==> src/rtl/uart_pkg.sv <==
// Shared types and constants for the UART transmit path.
package uart_pkg;

  typedef enum logic [1:0] {
    IDLE,
    START,
    DATA,
    STOP
  } uart_tx_state_e;

  localparam int DATA_BITS = 8;

  // Counter width for a modulus n, never narrower than one bit.
  function automatic int cnt_width(input int n);
    return (n > 1) ? $clog2(n) : 1;
  endfunction

endpackage

==> src/rtl/uart_baud_tick.sv <==
// Oversample tick generator: one-clk tick every DIV clocks, parked at zero by clr.
module uart_baud_tick
  import uart_pkg::*;
#(
  parameter int CLK_FREQ   = 100_000_000,
  parameter int BAUD       = 9_600,
  parameter int OVERSAMPLE = 16
) (
  input  logic clk,
  input  logic reset,
  input  logic clr,
  output logic tick
);

  localparam int DIV   = CLK_FREQ / (BAUD * OVERSAMPLE);
  localparam int DIV_W = cnt_width(DIV);
  localparam logic [DIV_W-1:0] DIV_LAST = DIV_W'(DIV - 1);

  if (DIV < 1) begin : g_bad_div
    $error("uart_baud_tick: CLK_FREQ/(BAUD*OVERSAMPLE) must be at least 1");
  end

  logic [DIV_W-1:0] div_cnt;

  // Divider counts 0..DIV-1 and restarts from zero whenever the line is idle,
  // so the first bit of a frame is exactly as long as every other bit.
  // NOTE: sequential state is assigned with <= so every flop samples the
  // pre-edge values of its neighbours, independent of block ordering.
  always_ff @(posedge clk or posedge reset) begin
    if (reset) begin
      div_cnt <= '0;
    end else if (clr || div_cnt == DIV_LAST) begin
      div_cnt <= '0;
    end else begin
      div_cnt <= div_cnt + DIV_W'(1);
    end
  end

  assign tick = !clr && (div_cnt == DIV_LAST);

endmodule

==> src/rtl/uart_tx_engine.sv <==
// 8N1 UART transmitter draining a FIFO with combinational read data.
module uart_tx_engine
  import uart_pkg::*;
#(
  parameter int CLK_FREQ   = 100_000_000,
  parameter int BAUD       = 9_600,
  parameter int OVERSAMPLE = 16
) (
  input  logic       clk,
  input  logic       reset,
  input  logic [7:0] fifo_rdata,
  input  logic       fifo_empty,
  output logic       fifo_rd_en,
  output logic       tx,
  output logic       tx_busy,
  output logic       tx_done
);

  localparam int TICK_W = cnt_width(OVERSAMPLE);
  localparam logic [TICK_W-1:0] TICK_LAST = TICK_W'(OVERSAMPLE - 1);
  localparam logic [2:0]        BIT_LAST  = 3'(DATA_BITS - 1);

  uart_tx_state_e       state, state_nxt;
  logic [DATA_BITS-1:0] shreg, shreg_nxt;
  logic [TICK_W-1:0]    tick_cnt, tick_cnt_nxt;
  logic [2:0]           bit_cnt, bit_cnt_nxt;
  logic                 tx_nxt, tx_done_nxt;
  logic                 baud_clr, tick, bit_end;

  assign baud_clr = (state == IDLE);

  uart_baud_tick #(
    .CLK_FREQ  (CLK_FREQ),
    .BAUD      (BAUD),
    .OVERSAMPLE(OVERSAMPLE)
  ) u_baud_tick (
    .clk  (clk),
    .reset(reset),
    .clr  (baud_clr),
    .tick (tick)
  );

  // Pop only from IDLE with data present; gating with reset keeps the FIFO
  // from losing a byte while the engine is held in reset.
  assign fifo_rd_en = (state == IDLE) && !fifo_empty && !reset;
  assign tx_busy    = (state != IDLE) || fifo_rd_en;
  assign bit_end    = tick && (tick_cnt == TICK_LAST);

  // Next-state, datapath and next-tx decode.
  // NOTE: every variable gets a default before the case so no path leaves a
  // value unassigned, which would otherwise infer a latch.
  always_comb begin
    state_nxt    = state;
    shreg_nxt    = shreg;
    tick_cnt_nxt = tick_cnt;
    bit_cnt_nxt  = bit_cnt;
    tx_done_nxt  = 1'b0;
    tx_nxt       = 1'b1;

    if (tick) begin
      tick_cnt_nxt = bit_end ? '0 : tick_cnt + TICK_W'(1);
    end

    unique case (state)
      IDLE: begin
        if (fifo_rd_en) begin
          shreg_nxt    = fifo_rdata;
          tick_cnt_nxt = '0;
          state_nxt    = START;
        end
      end
      START: begin
        if (bit_end) begin
          bit_cnt_nxt = '0;
          state_nxt   = DATA;
        end
      end
      DATA: begin
        if (bit_end) begin
          shreg_nxt = shreg >> 1;
          if (bit_cnt == BIT_LAST) begin
            state_nxt = STOP;
          end else begin
            bit_cnt_nxt = bit_cnt + 3'd1;
          end
        end
      end
      STOP: begin
        if (bit_end) begin
          tx_done_nxt = 1'b1;
          state_nxt   = IDLE;
        end
      end
      default: state_nxt = IDLE;
    endcase

    // tx is decoded from the state being entered so the line flop changes on
    // the same edge as the state register, with no logic after it.
    unique case (state_nxt)
      START:   tx_nxt = 1'b0;
      DATA:    tx_nxt = shreg_nxt[0];
      default: tx_nxt = 1'b1;
    endcase
  end

  // State, datapath and output registers; line idles high out of reset.
  always_ff @(posedge clk or posedge reset) begin
    if (reset) begin
      state    <= IDLE;
      shreg    <= '0;
      tick_cnt <= '0;
      bit_cnt  <= '0;
      tx       <= 1'b1;
      tx_done  <= 1'b0;
    end else begin
      state    <= state_nxt;
      shreg    <= shreg_nxt;
      tick_cnt <= tick_cnt_nxt;
      bit_cnt  <= bit_cnt_nxt;
      tx       <= tx_nxt;
      tx_done  <= tx_done_nxt;
    end
  end

endmodule
==> config.mk <==
export PLATFORM = sky130hd
export DESIGN_NAME = uart_tx_engine
export DESIGN_NICKNAME = d
export VERILOG_FILES = /design/src/rtl/uart_pkg.sv /design/src/rtl/uart_baud_tick.sv /design/src/rtl/uart_tx_engine.sv
export SDC_FILE = /design/constraint.sdc
export NUM_CORES = 1
export LEC_CHECK = 0
export CAP_MARGIN = 10
export CORE_MARGIN = 2
export CORE_UTILIZATION = 40
export DETAILED_ROUTE_END_ITERATION = 8
export HOLD_SLACK_MARGIN = 0.02
export SLEW_MARGIN = 5
export SYNTH_ARGS = -nofsm -noshare
export SYNTH_HDL_FRONTEND = slang
export SYNTH_SLANG_ARGS = --single-unit
==> constraint.sdc <==
create_clock -name clk -period 3.1 [get_ports clk]
set_input_delay 0.93 -clock clk [delete_from_list [all_inputs] [get_ports clk]]
set_output_delay 0.93 -clock clk [all_outputs]
set_load 0.03 [all_outputs]
**Word-level counts from Yosys, hierarchy flattened**

Index checks and enable logic that the tools add are counted.

- Input port bits: 11
- Word-level logic and storage cells: 59
- Register bits: 29
- Output and inout port bits: 4

- $add $sub $neg: 3
- Equal/unequal tests: 12
- Multiplexer cells: 21
- Reductions and logical operators: 15

Operators with widths:

| kind | number |
|---|---|
| $mux 4 | 4 |
| $mux 8 | 2 |
| $pmux 8 s2 | 1 |
| $add 10x1->10 const B | 1 |
| $eq 10x10->1 const B | 1 |
| $mux 10 | 1 |
| $mux 2 | 5 |
| $mux 3 | 3 |
| $ne 2x2->1 const B | 4 |
| $pmux 2 s4 | 1 |
| $eq 2x2->1 const B | 3 |
| $pmux 3 s2 | 1 |
| $reduce_bool 2->1 | 3 |
| $add 4x1->4 const B | 1 |
| $eq 2x1->1 const B | 2 |
| $eq 4x4->1 const B | 1 |
| $logic_and 1x1->1 | 4 |
| $reduce_and 4->1 | 1 |
| $add 3x1->3 const B | 1 |
| $eq 3x3->1 const B | 1 |
| $logic_not 1->1 | 3 |
| $reduce_and 3->1 | 1 |
| $logic_not 2->1 | 1 |
| $logic_or 1x1->1 | 2 |
| other kinds (2) | 3 |

**Logic depth before layout (Yosys ltp)**

Gate-level depths: netlist of run 1.

- Depth in word-level cells: 8
- Depth in mapped cells: 7
- Depth with buffers taken out: 6

**Cells and area by module**

A second synthesis of run 1 with hierarchy kept.

- Cell total of the unflattened synthesis: 146
- Area total of the unflattened synthesis: 1,508.9 um2

By module, submodules not included:

| module | sequential area each (um2) | instances | cells each | area an instance (um2) |
|---|---|---|---|---|
| uart_tx_engine | 476.7 | 1 | 93 | 985.9 |
| uart_baud_tick | 250.2 | 1 | 53 | 523.0 |

**Worst setup path before layout of run 1**

Ideal clock, no wire load.

- Path type: in2out
- From: input fifo_empty
- To: output tx_busy
- Stages on the path: 1
- Slack: 0.550 ns
- Data arrival time: 1.620 ns
- Path buffers: 0
- Required time: 2.170 ns
- Cell sequence: o21ai_0

- Cells in the longest elaborated chain, start to end: 4

Ends and longest elaborated chain:

| item | line | RTL |
|---|---|---|
| from (decl) | uart_tx_engine.sv:12 | `input logic fifo_empty,` |
| $logic_not 1->1 | uart_tx_engine.sv:45 | `assign fifo_rd_en = (state == IDLE) && !fifo_empty && !reset;` |
| $logic_and 1x1->1 (2 in series) | uart_tx_engine.sv:45 |  |
| $logic_or 1x1->1 | uart_tx_engine.sv:46 | `assign tx_busy = (state != IDLE) \|\| fifo_rd_en;` |
| to (decl) | uart_tx_engine.sv:15 | `output logic tx_busy,` |

No other way between the ends.

**Worst setup path after layout of run 1**

- From: input reset
- To: output fifo_rd_en

- Cells in the longest elaborated chain, start to end: 2

Ends and longest elaborated chain:

| item | line | RTL |
|---|---|---|
| from (decl) | uart_tx_engine.sv:10 | `input logic reset,` |
| $logic_not 1->1 (no line) | -- |  |
| $logic_and 1x1->1 | uart_tx_engine.sv:45 |  |
| to (decl) | uart_tx_engine.sv:13 | `output logic fifo_rd_en,` |

No other way between the ends.

==> impl_metrics.env, run 1 <==
export IMPL_cts_sinks=29
export IMPL_worstPathArrival_ps=1960
export IMPL_max_cap_viol_count=0
export IMPL_critPathMaxFanout=4
export IMPL_final_cell_area_mm2=0.00191
export IMPL_drv_slew=0
export IMPL_io_pin_count=15
export IMPL_grtUsageMet2_pct=25.0
export IMPL_num_antenna_cells=0
export IMPL_async_reset_ff_share_pct=100
export IMPL_dpl_worst_slack_ps=224
export IMPL_ys_ff_latch=29
export IMPL_crit_family="buffers and inverters"
export IMPL_hold_path_end="shreg[1]$_DFFE_PP0P_"
export IMPL_critical_path_class="in2out"
export IMPL_worstPathRequired_ps=2170
export IMPL_clkTransAtPathRegs_ps=60
export IMPL_hold_depth=1
export IMPL_die_w_um=67.5
export IMPL_crit_buf_inv=3
export IMPL_postCtsSetupRepairBufs=0
export IMPL_post_cts_resized=0
export IMPL_dieHeight_um=67.5
export IMPL_place_congestion=0.867
export IMPL_rows=23
export IMPL_syn_nets=173
export IMPL_use_met1_pct=21.3
export IMPL_worst_setup_path_start_kind="input pin"
export IMPL_vias_per_cell=5.48
export IMPL_hold_viol_final=0
export IMPL_crit_chain="clkdlybuf4s50_1 -> nor2_1 -> nand2_1 -> inv_1 -> buf_4"
export IMPL_wire_per_inst_um=13.9
export IMPL_finalCriticalPeriod_ps=2890
export IMPL_setup_viol=0
export IMPL_p_sw_uw=146
export IMPL_fmax_mhz=346
export IMPL_antenna_found_initial=0
export IMPL_reg2reg_to="shreg[2]$_DFFE_PP0P_"
export IMPL_synth_avg_cell_area_um2=10.3
export IMPL_pwr_share_clk_pct=45.6
export IMPL_synthFlopType="dfrtp_1"
export IMPL_syn_to_final_growth_pct=18.1
export IMPL_drt_iter0_drc=38
export IMPL_start_util_pct=40.9
export IMPL_cts_root_buf="clkbuf_8"
export IMPL_drive_gt1_share_pct=14.2
export IMPL_wirelength_mm=3.15
export IMPL_top_usage_layer="met2"
export IMPL_fin_ws_ps=209
export IMPL_cp_startpoint="reset"
export IMPL_hp_class="reg2reg"
export IMPL_htreeDepth=2
export IMPL_nets=191
export IMPL_critPathCaptureType="primary output"
export IMPL_cts_tree="done"
export IMPL_met3_usage_pct=4.50
export IMPL_cts_buffers=5
export IMPL_internal_power_uw=591
export IMPL_r2r_cells=6
export IMPL_rsz0062_at_grt="false"
export IMPL_antenna_left=0
export IMPL_grt_overflow=0
export IMPL_synth_cells=157
export IMPL_ctsLongestPathBuffers=2
export IMPL_slew_headroom_pct=53.6
export IMPL_finalPower_uw=736
export IMPL_dr_pass1_iters=4
export IMPL_design_core_area_mm2=0.00394
export IMPL_synth_area_top_cells="dfrtp_1 (43%), xnor2_1 (4.3%), nor2_1 (4.2%)"
export IMPL_max_slew_worst_pin_slew_ps=691
export IMPL_slowest_stage="clkdlybuf4s50_1"
export IMPL_sw_frac_of_total_pct=19.8
export IMPL_outcome="finished clean"
export IMPL_syn_cell_area_mm2=0.00161
export IMPL_hp_start="shreg[2]$_DFFE_PP0P_"
export IMPL_p_seq_share_pct=51.4
export IMPL_clock_skew_ps=5.64
export IMPL_clock_latency_ps=270
export IMPL_port_buffers=14
export IMPL_grtUsageTotal_pct=16.1
export IMPL_yosysTopAreaCell="dfrtp_1"
export IMPL_vias=1239
export IMPL_leakage_nw=0.827
export IMPL_grt_pass1_wl_mm=5.51
export IMPL_ys_types=43
export IMPL_comb_power_share_pct=3.0
export IMPL_ir_drop_v=0.000287
export IMPL_grt_pass1_vias=1216
export IMPL_synth_edf_count=0
export IMPL_post_dp_cell_area_mm2=0.00181
export IMPL_fin_crit_sh_pct=93.2
export IMPL_hold_buffers=0
export IMPL_reg2reg_slack_ps=1080
export IMPL_yosysTopAreaCellShare_pct=43.4
export IMPL_max_stage_delay_ps=460
export IMPL_power_density_mw_per_mm2=386
export IMPL_grt_max_degree=19
export IMPL_die_area_mm2=0.00456
export IMPL_tns_ps=0
export IMPL_synth_warnings=0
export IMPL_place_hpwl_mm=2.38
export IMPL_whs_ps=516
export IMPL_synth_seq_area_share_pct=45.0
export IMPL_r2r_start="state[0]$_DFF_PP0_"
export IMPL_drc=0
## area by class of cell
type	instances	area, µm²
well taps	50	62.6
repair buffers	16	150
multi-input cells	119	851
fillers	360	2040
clock inverters	1	5.00
flip-flops and latches	29	727
clock buffers	7	96.3
inverters	4	15.0
## cells by family (layout without fill, tap and decap cells)
logic type               after synthesis  in the layout  share of synthesized area, %
XOR/XNOR                              11             11                          5.97
buffers and inverters                  9             28                          2.25
multiplexers                           4              4                          2.56
adder cells (fa/ha/maj)                5              5                          3.88
AO/OA/AOI/OAI                         28             28                          12.8
AND/OR/NAND/NOR                       71             71                          27.5
flip-flops                            29             29                          45.0
## per-layer routing
layer | wire length, µm | vias up
li1 | - | 608
met5 | 0 | -
met4 | 62 | 0
met1 | 1530 | 603
met3 | 101 | 9
met2 | 1460 | 19
## power by group through the flow
stage | logic, mW | clock network [mW] | registers, mW
2_1_floorplan | 0.00619 | 0 | 0.385
3_3_place_gp | 0.0221 | 0 | 0.385
3_5_place_dp | 0.0227 | 0 | 0.385
4_1_cts | 0.0228 | 0.348 | 0.379
5_1_grt | 0.0248 | 0.369 | 0.378
6_report | 0.0220 | 0.336 | 0.379
## worst register-to-register path: stages (launching register included)
cell     delay, ps
dfrtp_1        570
nor2_1         400
nand2_1        190
inv_1          110
buf_4          170
nor2_1         130
a221o_1        330
## synth_stat cells, types with 4 or more instances
library cell	instances
nand3_1	5
a221o_1	6
o21ai_0	10
xnor2_1	8
dfrtp_1	28
ha_1	5
and2_1	6
nand2_1	14
nor2_1	18
inv_1	4
nor3_1	5
## through the flow
| stage | instances | util [%] |
|---|---|---|
| floorplan | 157 | - |
| global placement | 218 | 45.8 |
| detailed placement | 218 | 45.8 |
| finish | 226 | 48.4 |
| CTS | 226 | 48.4 |
| global route | 226 | 48.4 |
## sequential cells by signal (all words and copies together), names as in the netlist
| signal | cells |
|---|---|
| bit_cnt | 3 |
| tx | 1 |
| u_baud_tick.div_cnt | 10 |
| tx_done | 1 |
| state | 2 |
| tick_cnt | 4 |
| shreg | 8 |
## cells in the final DEF, fill, tap and decap left out, drive strengths merged, types with 4 or more instances in the layout
master / n
nor2: 18
o21ai: 11
a221o: 6
clkbuf: 7
buf: 4
ha: 5
and2: 6
xnor2: 8
clkdlybuf4s50: 12
dfrtp: 28
nor4: 4
nand2: 14
nor3: 6
inv: 4
nand3: 5
## worst max-delay path by stage
stage / to / slack, ps / depth (start not counted)
after global placement: fifo_rd_en / 250 / 5
final: fifo_rd_en / 210 / 5
after floorplan: tx_busy / 550 / 1
after CTS: fifo_rd_en / 220 / 5
after detailed placement: fifo_rd_en / 220 / 5
after global routing: fifo_rd_en / 130 / 5
Note: power is estimated with default switching activity, not from simulation.
==> inputs of run 2 (changes only) <==
Settings changed: CORE_MARGIN 2 to unset.
==> impl_metrics.env, run 2 (same netlist as run 1, synthesis figures left out) <==
export IMPL_outcome="finished clean"
export IMPL_dieHeight_um=65.5
export IMPL_layout_commonest_cell="dfrtp_1"
export IMPL_io_pin_count=15
export IMPL_grt_max_degree=19
export IMPL_setup_viol=0
export IMPL_worst_setup_path_start_kind="input pin"
export IMPL_clock_skew_ps=3.72
export IMPL_antenna_found_initial=0
export IMPL_sw_frac_of_total_pct=21.7
export IMPL_final_cell_mix="dfrtp_1 (28), nor2_1 (18), nand2_1 (14), clkdlybuf4s50_1 (12), o21ai_0 (10)"
export IMPL_fmax_mhz=349
export IMPL_place_congestion=0.849
export IMPL_clkTransAtPathRegs_ps=60
export IMPL_power_density_mw_per_mm2=368
export IMPL_slew_headroom_pct=51.6
export IMPL_comb_power_share_pct=3.2
export IMPL_cp_startpoint="reset"
export IMPL_ir_drop_v=0.000287
export IMPL_wire_per_inst_um=14.4
export IMPL_design_core_area_mm2=0.00377
export IMPL_regMostFlops="u_baud_tick.div_cnt"
export IMPL_pwr_share_clk_pct=42.5
export IMPL_grt_pass1_wl_mm=5.71
export IMPL_tns_ps=0
export IMPL_finalCriticalPeriod_ps=2870
export IMPL_r2r_start="state[1]$_DFF_PP0_"
export IMPL_cts_buffers=5
export IMPL_multiInputGateArea_um2=851
export IMPL_internal_power_uw=546
export IMPL_post_cts_resized=0
export IMPL_critPathMaxFanout=4
export IMPL_num_antenna_cells=0
export IMPL_cts_tree="done"
export IMPL_ctsLongestPathBuffers=2
export IMPL_die_area_mm2=0.00429
export IMPL_grtUsageTotal_pct=17.8
export IMPL_hp_start="shreg[6]$_DFFE_PP0P_"
export IMPL_regArea_um2=727
export IMPL_fin_cells=225
export IMPL_rows=22
export IMPL_drv_slew=0
export IMPL_drt_iter0_drc=58
export IMPL_drc=0
export IMPL_hp_class="reg2reg"
export IMPL_nFillCells=354
export IMPL_wirelength_mm=3.24
export IMPL_dr_pass1_iters=4
export IMPL_worstPathArrival_ps=1940
export IMPL_fin_crit_sh_pct=92.4
export IMPL_antenna_left=0
export IMPL_drive_gt1_share_pct=14.1
export IMPL_hold_buffers=0
export IMPL_rsz0062_at_grt="false"
export IMPL_max_cap_viol_count=0
export IMPL_critical_path_class="in2out"
export IMPL_port_buffers=14
export IMPL_clock_latency_ps=280
export IMPL_worstPathRequired_ps=2170
export IMPL_p_sw_uw=151
export IMPL_vias=1235
export IMPL_leakage_nw=0.822
export IMPL_grt_pass1_vias=1238
export IMPL_max_slew_worst_pin_slew_ps=721
export IMPL_grt_overflow=0
export IMPL_syn_to_final_growth_pct=17.3
export IMPL_critPathCaptureType="primary output"
export IMPL_vias_per_cell=5.49
export IMPL_start_util_pct=42.8
export IMPL_cts_sinks=29
export IMPL_nets=192
export IMPL_cts_root_buf="clkbuf_8"
export IMPL_die_w_um=65.5
export IMPL_p_seq_share_pct=54.3
export IMPL_reg_top3="u_baud_tick.div_cnt x10, shreg x8, tick_cnt x4"
export IMPL_hold_viol_final=0
export IMPL_htreeDepth=2
export IMPL_postCtsSetupRepairBufs=0
export IMPL_dp_cells=217
export IMPL_place_hpwl_mm=2.43
export IMPL_largest_register_ffs=10
run 2: worst paths after layout:
kind                                   endpoint  slack (ps)  cells past startpoint
min                        shreg[6]$_DFFE_PP0P_         520                      1
max                                  fifo_rd_en         230                      5
max reg2reg                shreg[5]$_DFFE_PP0P_        1130                      6
max in group asynchronous          tx$_DFF_PP1_        1360                      3
min reg2reg                shreg[6]$_DFFE_PP0P_         520                      1
min in group asynchronous    shreg[0]$_DFF_PP0_        1060                      2
run 2: final cells by class:
cell class / instances / area share [%]
sequential: 29 / 38.4
clock inverter: 2 / 0.529
multi-input combinational: 119 / 44.9
inverter: 4 / 0.793
clock buffer: 6 / 3.83
timing repair buffer: 17 / 8.33
tap: 48 / 3.17
run 2: critical path: stages:
cell,delay (ps)
clkdlybuf4s50_1,450
nor2_1,150
nand2_1,130
inv_1,110
buf_4,160
run 2: power groups by stage:
stage	registers [mW]	clock network, mW	logic, mW
6_report	0.379	0.296	0.0221
4_1_cts	0.379	0.306	0.0231
3_5_place_dp	0.385	0	0.0230
3_3_place_gp	0.385	0	0.0223
5_1_grt	0.378	0.320	0.0244
2_1_floorplan	0.385	0	0.00619
run 2: metal layers:
| layer | share of wire [%] | vias up | track usage, % |
|---|---|---|---|
| li1 | - | 609 | - |
| met1 | 47 | 602 | 22.0 |
| met2 | 48 | 17 | 28.6 |
| met3 | 3.1 | 7 | 4.69 |
| met4 | 2.0 | 0 | 8.15 |
| met5 | 0 | - | 0 |
run 2: per-stage QoR:
stage / util [%] / hold slack (ps) / setup WS, ps / area, µm² / power (mW)
after floorplan: - / 475 / 550 / 1610 / 0.392
after global placement: 48.0 / 497 / 238 / 1810 / 0.408
after detailed placement: 48.0 / 502 / 235 / 1810 / 0.408
after CTS: 50.2 / 521 / 226 / 1890 / 0.708
after global routing: 50.2 / 548 / 122 / 1890 / 0.723
final: 50.2 / 518 / 235 / 1890 / 0.697
